--- config.mk ---
export PLATFORM = sky130hd
export DESIGN_NAME = char_stream_sequencer_flat
export DESIGN_NICKNAME = d
export VERILOG_FILES = /design/src/rtl/char_stream_sequencer_pkg.sv /design/src/rtl/char_stream_sequencer_if.sv /design/src/rtl/char_stream_sequencer_char_fifo.sv /design/src/rtl/char_stream_sequencer.sv /design/src/flat_wrapper.sv
export SDC_FILE = /design/constraint.sdc
export NUM_CORES = 1
export LEC_CHECK = 0
export CAP_MARGIN = 20
export CORE_ASPECT_RATIO = 0.9
export CORE_MARGIN = 2
export CORE_UTILIZATION = 47
export CTS_BUF_LIST = sky130_fd_sc_hd__clkbuf_4 sky130_fd_sc_hd__clkbuf_8
export DETAILED_ROUTE_END_ITERATION = 10
export PLACE_DENSITY = 0.71
export SETUP_SLACK_MARGIN = 0.05
export SYNTH_ARGS = -nofsm -noshare
export SYNTH_HDL_FRONTEND = slang
export SYNTH_HIERARCHICAL = 1
export SYNTH_SLANG_ARGS = --single-unit
--- constraint.sdc ---
create_clock -name clk -period 3.7 [get_ports clk]
set_input_delay 0.74 -clock clk [delete_from_list [all_inputs] [get_ports clk]]
set_output_delay 0.74 -clock clk [all_outputs]
set_load 0.03 [all_outputs]
--- src/rtl/char_stream_sequencer_pkg.sv ---
// Shared types and defaults for the character stream sequencer.
package char_stream_sequencer_pkg;

  typedef enum logic [2:0] {
    ST_IDLE,
    ST_CLEAR,
    ST_STREAM,
    ST_DRAIN,
    ST_DONE
  } state_t;

  localparam int CHAR_W        = 8;
  // FIFO entries carry {eof, char}; the eof flag sits above the character.
  localparam int EOF_BIT       = CHAR_W;
  localparam int ENTRY_W       = CHAR_W + 1;
  localparam int COUNT_W       = 16;
  localparam int DEFAULT_DEPTH = 4;
  localparam int DEFAULT_DRAIN = 1;
  localparam int DEFAULT_RW    = 16;

endpackage

--- src/rtl/char_stream_sequencer_if.sv ---
// Upstream valid/ready character stream (file/UART reader -> sequencer).
interface char_stream_sequencer_if;
  import char_stream_sequencer_pkg::*;

  logic [CHAR_W-1:0] in_char;
  logic              in_eof;
  logic              in_valid;
  logic              in_ready;

  modport master (output in_char, output in_eof, output in_valid, input in_ready);
  modport slave  (input in_char, input in_eof, input in_valid, output in_ready);

endinterface

--- src/rtl/char_stream_sequencer_char_fifo.sv ---
// Small synchronous FIFO; pointers carry an extra MSB to tell full from empty.
module char_fifo
  import char_stream_sequencer_pkg::*;
#(
  parameter int WIDTH = ENTRY_W,
  parameter int DEPTH = DEFAULT_DEPTH
) (
  input  logic             clk,
  input  logic             rst,
  input  logic             flush,
  input  logic             push,
  input  logic [WIDTH-1:0] wdata,
  input  logic             pop,
  output logic [WIDTH-1:0] rdata,
  output logic             full,
  output logic             empty
);

  localparam int AW = $clog2(DEPTH);

  logic [WIDTH-1:0] mem [DEPTH];
  logic [AW:0]      wr_ptr;
  logic [AW:0]      rd_ptr;
  logic             do_push;
  logic             do_pop;

  assign do_push = push && !full;
  assign do_pop  = pop && !empty;
  assign empty   = (wr_ptr == rd_ptr);
  assign full    = (wr_ptr[AW] != rd_ptr[AW]) && (wr_ptr[AW-1:0] == rd_ptr[AW-1:0]);
  // Head entry is visible combinationally; the consumer registers it.
  assign rdata   = mem[rd_ptr[AW-1:0]];

  // Pointer update; flush empties the FIFO without touching storage.
  always_ff @(posedge clk or posedge rst) begin
    if (rst) begin
      wr_ptr <= '0;
      rd_ptr <= '0;
    end else if (flush) begin
      wr_ptr <= '0;
      rd_ptr <= '0;
    end else begin
      if (do_push) wr_ptr <= wr_ptr + (AW+1)'(1);
      if (do_pop)  rd_ptr <= rd_ptr + (AW+1)'(1);
    end
  end

  // Storage write; data needs no reset since pointers define validity.
  always_ff @(posedge clk) begin
    if (do_push) mem[wr_ptr[AW-1:0]] <= wdata;
  end

endmodule

--- src/rtl/char_stream_sequencer.sv ---
// Sequences buffered upstream characters into the character datapath,
// clears it per run, detects end-of-input and captures the result.
module char_stream_sequencer
  import char_stream_sequencer_pkg::*;
#(
  parameter int DEPTH = DEFAULT_DEPTH,
  parameter int DRAIN = DEFAULT_DRAIN,
  parameter int RW    = DEFAULT_RW
) (
  input  logic               clk,
  input  logic               rst,
  input  logic               start,
  input  logic               hold,
  char_stream_sequencer_if.slave up,
  output logic [CHAR_W-1:0]  dp_character,
  output logic               dp_enable,
  output logic               dp_rst,
  input  logic [RW-1:0]      dp_result,
  output logic [RW-1:0]      result,
  output logic [COUNT_W-1:0] char_count,
  output logic               busy,
  output logic               done
);

  localparam int CW = $clog2(DRAIN + 1);

  state_t               state;
  logic                 eof_accepted;
  logic [CW-1:0]        drain_cnt;
  logic                 push;
  logic                 pop;
  logic                 flush;
  logic                 full;
  logic                 empty;
  logic [ENTRY_W-1:0]   head;

  // Ready depends on registered state only, so a same-cycle pop never
  // opens a slot in a full FIFO and no input reaches an output directly.
  assign up.in_ready = (state == ST_STREAM) && !full && !eof_accepted;
  assign push        = up.in_valid && up.in_ready;
  assign pop         = (state == ST_STREAM) && !empty && !hold;
  assign flush       = (state == ST_CLEAR);

  char_fifo #(.WIDTH(ENTRY_W), .DEPTH(DEPTH)) u_fifo (
    .clk   (clk),
    .rst   (rst),
    .flush (flush),
    .push  (push),
    .wdata ({up.in_eof, up.in_char}),
    .pop   (pop),
    .rdata (head),
    .full  (full),
    .empty (empty)
  );

  // Run control FSM with registered datapath strobes, count and result.
  always_ff @(posedge clk or posedge rst) begin
    if (rst) begin
      state        <= ST_IDLE;
      eof_accepted <= 1'b0;
      drain_cnt    <= '0;
      dp_rst       <= 1'b1;
      dp_enable    <= 1'b0;
      dp_character <= '0;
      char_count   <= '0;
      result       <= '0;
      busy         <= 1'b0;
      done         <= 1'b0;
    end else begin
      dp_enable <= 1'b0;
      dp_rst    <= 1'b0;
      if (push && up.in_eof) eof_accepted <= 1'b1;
      case (state)
        ST_IDLE, ST_DONE: begin
          if (start) begin
            state        <= ST_CLEAR;
            dp_rst       <= 1'b1;
            busy         <= 1'b1;
            done         <= 1'b0;
            char_count   <= '0;
            eof_accepted <= 1'b0;
          end
        end
        ST_CLEAR: state <= ST_STREAM;
        ST_STREAM: begin
          if (pop) begin
            if (head[EOF_BIT]) begin
              state     <= ST_DRAIN;
              drain_cnt <= '0;
            end else begin
              dp_enable    <= 1'b1;
              dp_character <= head[CHAR_W-1:0];
              char_count   <= char_count + COUNT_W'(1);
            end
          end
        end
        ST_DRAIN: begin
          // Let the datapath settle before sampling its result.
          if (drain_cnt == CW'(DRAIN)) begin
            state  <= ST_DONE;
            result <= dp_result;
            busy   <= 1'b0;
            done   <= 1'b1;
          end else begin
            drain_cnt <= drain_cnt + CW'(1);
          end
        end
        default: state <= ST_IDLE;
      endcase
    end
  end

endmodule

--- src/flat_wrapper.sv ---
// flat-port wrapper written by rule: the top's interface ports become plain ports
module char_stream_sequencer_flat import char_stream_sequencer_pkg::*;
#(
  parameter int DEPTH = DEFAULT_DEPTH,
  parameter int DRAIN = DEFAULT_DRAIN,
  parameter int RW    = DEFAULT_RW
)
  (clk, rst, start, hold, dp_character, dp_enable, dp_rst, dp_result, result, char_count, busy, done, up_in_char, up_in_eof, up_in_valid, up_in_ready);
  char_stream_sequencer_if up_i ();
  input  logic clk;
  input  logic rst;
  input  logic start;
  input  logic hold;
  output logic [CHAR_W-1:0] dp_character;
  output logic dp_enable;
  output logic dp_rst;
  input  logic [RW-1:0] dp_result;
  output logic [RW-1:0] result;
  output logic [COUNT_W-1:0] char_count;
  output logic busy;
  output logic done;
  input wire logic [$bits(up_i.in_char)-1:0] up_in_char;
  input wire logic [$bits(up_i.in_eof)-1:0] up_in_eof;
  input wire logic [$bits(up_i.in_valid)-1:0] up_in_valid;
  output wire logic [$bits(up_i.in_ready)-1:0] up_in_ready;
  assign up_i.in_char = up_in_char;
  assign up_i.in_eof = up_in_eof;
  assign up_i.in_valid = up_in_valid;
  assign up_in_ready = up_i.in_ready;
  char_stream_sequencer #(.DEPTH(DEPTH), .DRAIN(DRAIN), .RW(RW)) u_core (.clk(clk), .rst(rst), .start(start), .hold(hold), .up(up_i), .dp_character(dp_character), .dp_enable(dp_enable), .dp_rst(dp_rst), .dp_result(dp_result), .result(result), .char_count(char_count), .busy(busy), .done(done));
endmodule
==> results.json, run 1 <==
{
  "grt_antenna_before_repair": 0,
  "mappedNetlistNets": 340,
  "root_buffer": "clkbuf_8",
  "place_inst": 468,
  "min_delay_path_depth": 2,
  "io_buffers": 74,
  "synth_top_area_share_pct": 34.2,
  "setup.worst_path.start_class": "flop",
  "boundaryPins": 75,
  "reg2reg_depth": 9,
  "yosys_cell_types": 49,
  "cts_buffer_depth": 2,
  "grt_start_max_net_pins": 50,
  "postSynth.topFlopCell": "dfrtp_1",
  "vias": 2693,
  "fin_worst_hold_slack_ns": 0.487,
  "powerDensity_mw_per_mm2": 744,
  "die-height_um": 91,
  "crit-reg2reg-launch": "u_core/u_fifo/rd_ptr[1]",
  "power_mw": 3.70,
  "clock_tree.htree_level_count": 3,
  "cts_post_setup_buffers_inserted": 0,
  "worst_ep_required_time_ns": 2.96,
  "gr-max-usage-layer": "met2",
  "holdPathEnd": "u_core/dp_character[2]",
  "drt-pass1-iter-count": 4,
  "drv_slew": 0,
  "reg2reg_setup_slack_ns": 1.00,
  "post_layout_nonfiller_instances": 485,
  "drt_iter0_markers": 131,
  "synth_edf_count": 36,
  "cts.reportedPaths.clkPinSlew_ns": 0.09,
  "yosysWarnings": 6,
  "synth.top_cells.by_area": "dfrtp_1, edfxtp_1, mux4_2",
  "detail-route-antenna-nets": 0,
  "power.leakage_nw": 1.96,
  "min_path_type": "flop to flop",
  "worst_pin_slew_ns": 0.881,
  "cts-resized-gates": 0,
  "grt_remaining_overflow": 0,
  "yosys_register_bits": 91,
  "drive_above_1_share_pct": 13.5,
  "fin_crit_sh_pct": 83.4,
  "fp.dieArea_sq_mm": 0.00916,
  "gp_congestion": 0.882,
  "hpwl_um": 5880,
  "worst_hold_startpoint": "u_core/dp_character[2]",
  "routed_wirelength_um": 8230,
  "timing.fmax_mhz": 324,
  "grt_setup_unrepaired": "no",
  "async_reset_ff_share_pct": 60.4,
  "use_met2_pct": 29.9,
  "diodes": 0,
  "finalCriticalPeriod_ns": 3.09,
  "area_growth_syn_to_layout_pct": 25.9,
  "regToRegEndpoint": "u_core/u_fifo/mem[2][0]",
  "endpoint_kind": "primary output",
  "fin_setup_tns_ns": 0,
  "path_class": "flop to primary output",
  "clock_latency_ns": 0.35,
  "rows": 31,
  "syn_area_sq_mm": 0.00395,
  "grt_util_met3_pct": 4.46,
  "crit_path_max_fanout": 16,
  "drcViolationCount": 0,
  "finish.net_count": 417,
  "peakVddDrop_v": 0.000328,
  "first_global_vias": 2658,
  "timing.slew.headroom_pct": 41.2,
  "proportion_of_synthesized_chip_area_in_sequential_cells_pct": 62.2,
  "cts.hold.buffers_added": 0,
  "signal_arrival_time_at_the_worst_endpoint_ns": 2.35,
  "grtUsageMet1_pct": 25.8,
  "cts_num_sinks": 91,
  "track_usage_pct": 18.8,
  "die_span_x_um": 101,
  "tritoncts": "built",
  "grt_pass1_wl_um": 13200,
  "max_cap_violations": 0,
  "finalHoldViolations": 0,
  "syn_avg_cell_area_sq_um": 13.0,
  "routed_vias_inst": 5.55,
  "post-synth-top-area-cell": "dfrtp_1",
  "start_util_pct": 48.8,
  "status": "finished, final reports clean",
  "fin_skew_ns": 0.0112,
  "post_drt_wl_per_cell_um": 17.0,
  "gate_count_of_the_mapped_netlist": 304,
  "final-setup-viol-count": 0,
  "core_area_sq_mm": 0.00811,
  "cts_buffers": 9
}
==> sequential cells by signal, indices dropped and copies added (netlist names) <==
name,cells
u_core/u_fifo/rd_ptr,3
u_core/done,1
u_core/char_count,16
u_core/u_fifo/mem,36
u_core/result,16
u_core/eof_accepted,1
u_core/state,3
u_core/dp_rst,1
u_core/busy,1
u_core/u_fifo/wr_ptr,3
u_core/dp_enable,1
u_core/drain_cnt,1
u_core/dp_character,8
==> per-layer routing <==
layer / up-vias / part of all wire, % / routed length, um
met5: - / 0 / 0
met3: 6 / 4.5 / 369
li1: 1286 / - / -
met2: 64 / 50 / 4080
met4: 0 / 0.87 / 72
met1: 1337 / 45 / 3700
==> worst max-delay path: stages, from the launching register on <==
cell and delay (ns):
dfrtp_1 0.37, buf_4 0.20, xnor2_1 0.20, nand2_1 0.18, nor2_1 0.09, nor3_1 0.24, clkdlybuf4s50_1 0.72
==> cells by family (layout without fill, tap and decap cells) <==
| kind of cell | count (synthesis) | in the layout | synth area share [%] |
|---|---|---|---|
| DFF | 91 | 91 | 62.2 |
| buffers and inverters | 25 | 107 | 2.69 |
| adders and majority gates | 6 | 6 | 1.90 |
| muxes | 26 | 26 | 9.94 |
| xor gates and xnor gates | 8 | 8 | 1.77 |
| AOI/OAI and AO/OA | 52 | 52 | 8.99 |
| and+or+nand+nor | 96 | 96 | 12.5 |
==> layout by cell type, fill, tap and decap left out, drive strengths merged, types with 2 or more instances in the layout <==
cell type,n
a211o,3
a21oi,9
a31o,2
a31oi,7
a41oi,5
and2,6
and3,3
and4,2
buf,4
clkbuf,10
clkdlybuf4s50,74
clkinv,3
clkinvlp,2
dfrtp,54
edfxtp,36
ha,6
inv,14
mux2,16
mux4,9
nand2,43
nand2b,3
nand3,6
nand4,7
nor2,10
nor3,3
nor3b,3
nor4,2
o211ai,3
o21ai,10
o2bb2ai,2
o31ai,5
or4,3
xnor2,3
xor2,5
==> cell usage after synthesis, drive strengths merged, types with 2 or more instances <==
master   instances
or4              3
edfxtp          36
inv             13
clkbuf           7
and4             2
nor3             3
a31oi            7
nand2           43
mux4             9
o2bb2ai          2
and3             3
and2             6
xnor2            3
o211ai           3
ha               6
buf              5
nor3b            3
a41oi            5
a21oi            9
mux2            16
o21ai           10
xor2             5
a211o            3
nor2            10
a31o             2
nand2b           3
nand4            7
nor4             2
dfrtp           54
o31ai            5
nand3            6
==> worst max path at each step <==
stage	startpoint	cells past startpoint	end	slack (ns)
finish	u_core/u_fifo/rd_ptr[1]	6	up_in_ready	0.61
global route	u_core/u_fifo/rd_ptr[1]	6	up_in_ready	0.41
CTS	u_core/u_fifo/rd_ptr[1]	6	up_in_ready	0.58
detailed placement	u_core/u_fifo/rd_ptr[1]	6	up_in_ready	0.99
global placement	u_core/u_fifo/rd_ptr[1]	6	up_in_ready	1.01
floorplan	u_core/state[0]	7	u_core/u_fifo/mem[3][0]	0.63
==> per-stage QoR <==
stage               instance area (sq um)  util (%)  setup slack (ns)
floorplan                            3950         -             0.625
global placement                     4780      59.0              1.01
detailed placement                   4780      59.0             0.989
CTS                                  4950      61.1             0.584
global route                         4970      61.4             0.415
finish                               4970      61.4             0.614
==> area by class of cell <==
class                           instances  area [sq um]
Fill cell                             623          3130
Inverter                               13          48.8
Timing Repair Buffer                   78           783
Sequential cell                        91          2460
Clock buffer                           10           131
Multi-Input combinational cell        188          1390
Clock inverter                          6          41.3
Tap cell                               99           124
==> where the power goes <==
group / total (mW) / internal (mW) / switching (mW) / leakage [nW]
Clock: 0.593 / 0.252 / 0.342 / 0.0837
Sequential: 1.47 / 1.30 / 0.169 / 1.02
Combinational: 1.64 / 0.701 / 0.940 / 0.850
Total: 3.70 / 2.25 / 1.45 / 1.96
Power figures use the tool's default switching activity.
==> run 2, diff against run 1 <==
==> constraint.sdc (replaced) <==
create_clock -name clk -period 3 [get_ports clk]
set_input_delay 0.6 -clock clk [delete_from_list [all_inputs] [get_ports clk]]
set_output_delay 0.6 -clock clk [all_outputs]
set_load 0.03 [all_outputs]
==> run 2 against run 1 <==
Net effect: core utilization up 1.2 points; clock skew decreased by 0.0023 ns; setup slack worse by 0.19 ns; clock power increased by 59%; global-route usage rose by 0.083 points; critical path type is now flop to flop; critical endpoint is now u_core/u_fifo/mem[1][0]; largest power group unchanged.
==> results.json, run 2 (synthesized netlist as in run 1, its figures left out) <==
{
  "multiInputGateArea_sq_mm": 0.00141,
  "die_span_x_um": 101,
  "switching_share_pct": 38.3,
  "core_area_sq_mm": 0.00811,
  "finish.net_count": 421,
  "drcViolationCount": 0,
  "grt_setup_unrepaired": "no",
  "final_common_cell": "clkdlybuf4s50_1",
  "grt_antenna_before_repair": 0,
  "hpwl_um": 5770,
  "clock_tree.htree_level_count": 3,
  "tritoncts": "built",
  "finalCriticalPeriod_ns": 2.58,
  "finalHoldViolations": 0,
  "status": "finished, final reports clean",
  "cts_buffers": 9,
  "final-setup-viol-count": 0,
  "fin_setup_tns_ns": 0,
  "diodes": 0,
  "start_util_pct": 48.8,
  "crit_path_max_fanout": 9,
  "max_cap_violations": 0,
  "drt-pass1-iter-count": 4,
  "grt_start_max_net_pins": 50,
  "io_buffers": 74,
  "routed_wirelength_um": 8270,
  "clock_latency_ns": 0.35,
  "area.sequential_sq_mm": 0.00246,
  "fin_worst_hold_slack_ns": 0.491,
  "setup.worst_path.start_class": "flop",
  "min_path_type": "flop to flop",
  "signal_arrival_time_at_the_worst_endpoint_ns": 2.58,
  "boundaryPins": 75,
  "share_comb_of_total_power_pct": 43.2,
  "worst_ep_required_time_ns": 3.00,
  "first_global_vias": 2664,
  "post_layout_nonfiller_instances": 489,
  "worst_pin_slew_ns": 0.898,
  "power.sequential.fraction_pct": 37.5,
  "endpoint_kind": "flop",
  "detail-route-antenna-nets": 0,
  "area_growth_syn_to_layout_pct": 28.4,
  "timing.slew.headroom_pct": 40.0,
  "clkPwrFrac_pct": 19.3,
  "path_class": "flop to flop",
  "commonest_cells_after_routing_fill_and_taps_aside": "clkdlybuf4s50_1, dfrtp_1, nand2_1",
  "peakVddDrop_v": 0.000389,
  "die-height_um": 91,
  "fp.dieArea_sq_mm": 0.00916,
  "internal_power_mw": 3.01,
  "filler_cells_inserted": 617,
  "routed_vias_inst": 5.56,
  "fin_crit_sh_pct": 86.0,
  "power.leakage_nw": 2.02,
  "cts_buffer_depth": 2,
  "track_usage_pct": 18.9,
  "cts_post_setup_buffers_inserted": 0,
  "post_drt_wl_per_cell_um": 16.9,
  "drive_above_1_share_pct": 15.4,
  "drt_iter0_markers": 126,
  "largest_reg_flops": 36,
  "cts_num_sinks": 91,
  "finalWorstSetupSlack_ns": 0.421,
  "grt_pass1_wl_um": 13600,
  "grt_remaining_overflow": 0,
  "cts.reportedPaths.clkPinSlew_ns": 0.10,
  "placement.setup.worst_slack_ns": 0.414,
  "gp_congestion": 0.804,
  "netSwitchingPower_mw": 1.87,
  "rows": 31,
  "timing.fmax_mhz": 388,
  "vias": 2719,
  "fin_skew_ns": 0.00886,
  "root_buffer": "clkbuf_8",
  "drv_slew": 0,
  "powerDensity_mw_per_mm2": 961,
  "place_inst": 473
}
## run 2: final timing paths
check	startpoint	end	slack, ns	cells after the start
hold / removal	u_core/dp_character[7]	u_core/dp_character[7]	0.49	2
min in group asynchronous	rst	u_core/u_fifo/rd_ptr[2]	0.52	2
hold reg to reg	u_core/dp_character[7]	u_core/dp_character[7]	0.49	2
max in group asynchronous	rst	u_core/char_count[11]	1.82	3
setup / recovery	u_core/u_fifo/wr_ptr[1]	u_core/u_fifo/mem[1][0]	0.42	8
setup reg to reg	u_core/u_fifo/wr_ptr[1]	u_core/u_fifo/mem[1][0]	0.42	8
## run 2: final cells by class
cell class | count | area share [%]
sequential | 91 | 48.5
inverter | 13 | 0.962
clock inverter | 7 | 2.12
timing repair buffer | 82 | 15.8
clock buffer | 9 | 2.44
tap | 99 | 2.44
multi-input combinational | 188 | 27.7
## run 2: stage by stage
stage | utilization (%) | cell area [sq um] | power (mW)
finish | 62.6 | 5070 | 4.87
CTS | 62.4 | 5060 | 4.90
floorplan | - | 3960 | 3.18
detailed placement | 59.5 | 4820 | 3.94
global route | 62.6 | 5070 | 5.14
global placement | 59.5 | 4820 | 3.91
## run 2: repair_timing
action | in CTS | in global routing
resized for setup | 0 | 3
hold buffers | 0 | 0
setup endpoints to repair | 0 | 1
## run 2: metal layers
| layer | track usage [%] | share of wire (%) | vias to the layer above |
|---|---|---|---|
| met5 | 0 | 0 | - |
| met4 | 3.42 | 0.41 | 0 |
| met3 | 4.70 | 3.8 | 4 |
| met2 | 28.3 | 48 | 56 |
| met1 | 28.2 | 48 | 1360 |
| li1 | - | - | 1299 |
## run 2: critical path, stage by stage (launching register included)
cell and delay, ns:
dfrtp_1 0.50, xnor2_2 0.21, nand2_1 0.18, nor2_1 0.10
nor3_2 0.22, and2_1 0.26, inv_1 0.08, a31oi_1 0.20
and2_1 0.47
## run 2: power by group through the flow
stage | Combinational (mW) | Sequential (mW) | Clock, mW
2_1_floorplan | 1.02 | 2.16 | 0
3_3_place_gp | 2.08 | 1.83 | 0
3_5_place_dp | 2.10 | 1.84 | 0
4_1_cts | 2.11 | 1.82 | 0.975
5_1_grt | 2.26 | 1.87 | 1.02
6_report | 2.10 | 1.83 | 0.942
==> run 3, diff against run 2 <==
--- a/config.mk
+++ b/config.mk
@@ -6,12 +6,11 @@
 export NUM_CORES = 1
 export LEC_CHECK = 0
 export CAP_MARGIN = 20
-export CORE_ASPECT_RATIO = 0.9
-export CORE_MARGIN = 2
-export CORE_UTILIZATION = 47
+export CORE_MARGIN = 8
+export CORE_UTILIZATION = 32
 export CTS_BUF_LIST = sky130_fd_sc_hd__clkbuf_4 sky130_fd_sc_hd__clkbuf_8
 export DETAILED_ROUTE_END_ITERATION = 10
-export PLACE_DENSITY = 0.71
+export PLACE_DENSITY = 0.52
 export SETUP_SLACK_MARGIN = 0.05
 export SYNTH_ARGS = -nofsm -noshare
 export SYNTH_HDL_FRONTEND = slang
==> run 3 against run 2 <==
Net effect: global-route usage down 7.1 points; cell area increased by 1.1%; combinational power is essentially flat; setup slack better by 0.031 ns; clock skew is 0.0024 ns lower; fmax is 1.2% higher.
==> results.json, run 3 (synthesized netlist as in run 1, its figures left out) <==
{
  "drt-pass1-iter-count": 4,
  "placement.setup.worst_slack_ns": 0.414,
  "grt_pass1_wl_um": 15100,
  "fp.dieArea_sq_mm": 0.0162,
  "routed_vias_inst": 4.87,
  "cts_buffers": 9,
  "fin_setup_tns_ns": 0,
  "cts_num_sinks": 91,
  "die-height_um": 127,
  "max_cap_violations": 0,
  "fin_crit_sh_pct": 84.9,
  "area_growth_syn_to_layout_pct": 29.8,
  "cts_buffer_depth": 2,
  "clock_tree.htree_level_count": 3,
  "setup.worst_path.start_class": "flop",
  "timing.slew.headroom_pct": 39.2,
  "final-setup-viol-count": 0,
  "fin_worst_hold_slack_ns": 0.481,
  "cts.reportedPaths.clkPinSlew_ns": 0.09,
  "cts_post_setup_buffers_inserted": 0,
  "grt_start_max_net_pins": 44,
  "grt_antenna_before_repair": 0,
  "power.leakage_nw": 2.01,
  "crit_path_max_fanout": 9,
  "vias": 2727,
  "timing.fmax_mhz": 392,
  "root_buffer": "clkbuf_8",
  "worst_hold_startpoint": "u_core/busy",
  "min_path_type": "flop to flop",
  "start_util_pct": 32.8,
  "worst_ep_required_time_ns": 3.00,
  "largest_reg_flops": 36,
  "finalCriticalPeriod_ns": 2.55,
  "rows": 40,
  "min_delay_path_depth": 2,
  "path_common_cell": "and2_1",
  "die_span_x_um": 127,
  "routed_wirelength_um": 9090,
  "track_usage_pct": 11.8,
  "boundaryPins": 75,
  "cp_slowest_cell": "dfrtp_1",
  "regToRegEndpoint": "u_core/u_fifo/mem[1][6]",
  "cpPeakStageDelay_ns": 0.51,
  "powerDensity_mw_per_mm2": 925,
  "final_common_cell": "clkdlybuf4s50_1",
  "grt_remaining_overflow": 0,
  "grt_setup_unrepaired": "no",
  "signal_arrival_time_at_the_worst_endpoint_ns": 2.55,
  "peakVddDrop_v": 0.000254,
  "worstSetupStartpoint": "u_core/u_fifo/wr_ptr[1]",
  "first_global_vias": 2914,
  "drt_iter0_markers": 244,
  "gp_congestion": 0.791,
  "endpoint_kind": "flop",
  "drv_slew": 0,
  "io_buffers": 74,
  "drcViolationCount": 0,
  "reg2reg_depth": 8,
  "clock_latency_ns": 0.35,
  "cp.buffers_inverters": 1,
  "detail-route-antenna-nets": 0,
  "post_drt_wl_per_cell_um": 16.2,
  "worst_pin_slew_ns": 0.910,
  "path_class": "flop to flop",
  "finalHoldViolations": 0,
  "core_area_sq_mm": 0.0121,
  "finish.net_count": 423,
  "hpwl_um": 6560,
  "holdPathEnd": "u_core/busy",
  "fin_skew_ns": 0.00651,
  "commonest_cells_after_routing_fill_and_taps_aside": "clkdlybuf4s50_1, dfrtp_1, nand2_1",
  "drive_above_1_share_pct": 15.3,
  "reg2reg_setup_slack_ns": 0.45,
  "finalWorstSetupSlack_ns": 0.452,
  "path_cells": "xnor2_2 -> nand2_1 -> nor2_1 -> nor3_2 -> and2_1 -> inv_1 -> a31oi_1 -> and2_1",
  "tritoncts": "built",
  "diodes": 0,
  "crit-reg2reg-launch": "u_core/u_fifo/wr_ptr[1]",
  "status": "finished, final reports clean",
  "critPathTopFamily": "simple AND/OR/NAND/NOR gates"
}
## run 3: cell types whose count changed in the layout (fill, tap and decap cells not counted), sizes merged
cell      delta
clkinv       +2
clkinvlp     +1
buf          +2
clkbuf       +2
inv          -4
bufinv       -1
## run 3: stage by stage
step | area, sq um | total power, mW | cells | util (%)
after floorplan | 3960 | 3.18 | 304 | -
after global placement | 4930 | 3.97 | 544 | 40.8
after detailed placement | 4930 | 3.98 | 544 | 40.8
after CTS | 5120 | 4.82 | 560 | 42.4
after global routing | 5130 | 5.06 | 560 | 42.5
final | 5130 | 4.74 | 560 | 42.5
## run 3: timing repair
| action | 4_1_cts | 5_1_grt |
|---|---|---|
| hold buffers | 0 | 0 |
| endpoints found under the hold margin | 0 | 0 |
| endpoints found under the setup margin | 0 | 1 |
| gates resized for setup | 0 | 2 |
## run 3: layout make-up
| cell class | instances | area (sq um) |
|---|---|---|
| fill | 1143 | 6930 |
| sequential | 91 | 2460 |
| multi-input combinational | 188 | 1400 |
| timing repair buffer | 84 | 818 |
| tap | 168 | 210 |
| clock buffer | 11 | 139 |
| clock inverter | 5 | 53.8 |
| inverter | 13 | 48.8 |
## run 3: worst reg2reg max path: stages, from the launching register on
cell     delay (ns)
dfrtp_1        0.51
xnor2_2        0.21
nand2_1        0.18
nor2_1         0.09
nor3_2         0.20
and2_1         0.25
inv_1          0.08
a31oi_1        0.20
and2_1         0.47
## run 3: worst max path at each step
stage          cells past startpoint  slack [ns]                      end
2_1_floorplan                      7        0.22  u_core/u_fifo/mem[3][0]
3_5_place_dp                       8        0.41  u_core/u_fifo/mem[1][4]
5_1_grt                            8        0.23  u_core/u_fifo/mem[1][1]
3_3_place_gp                       8        0.47  u_core/u_fifo/mem[1][4]
4_1_cts                            5        0.08              up_in_ready
6_report                           8        0.45  u_core/u_fifo/mem[1][6]
## run 3: where the power goes
part           switching (mW)  internal [mW]
Clock                   0.414          0.400
Sequential              0.221           1.60
Combinational            1.19          0.921
Total                    1.82           2.92
## run 3: metal layers
layer	up-vias	GRT usage, %	routed length, um
met4	0	4.13	131
li1	1299	-	-
met2	57	19.9	4570
met1	1363	13.8	3990
met5	-	0	0
met3	8	3.95	396
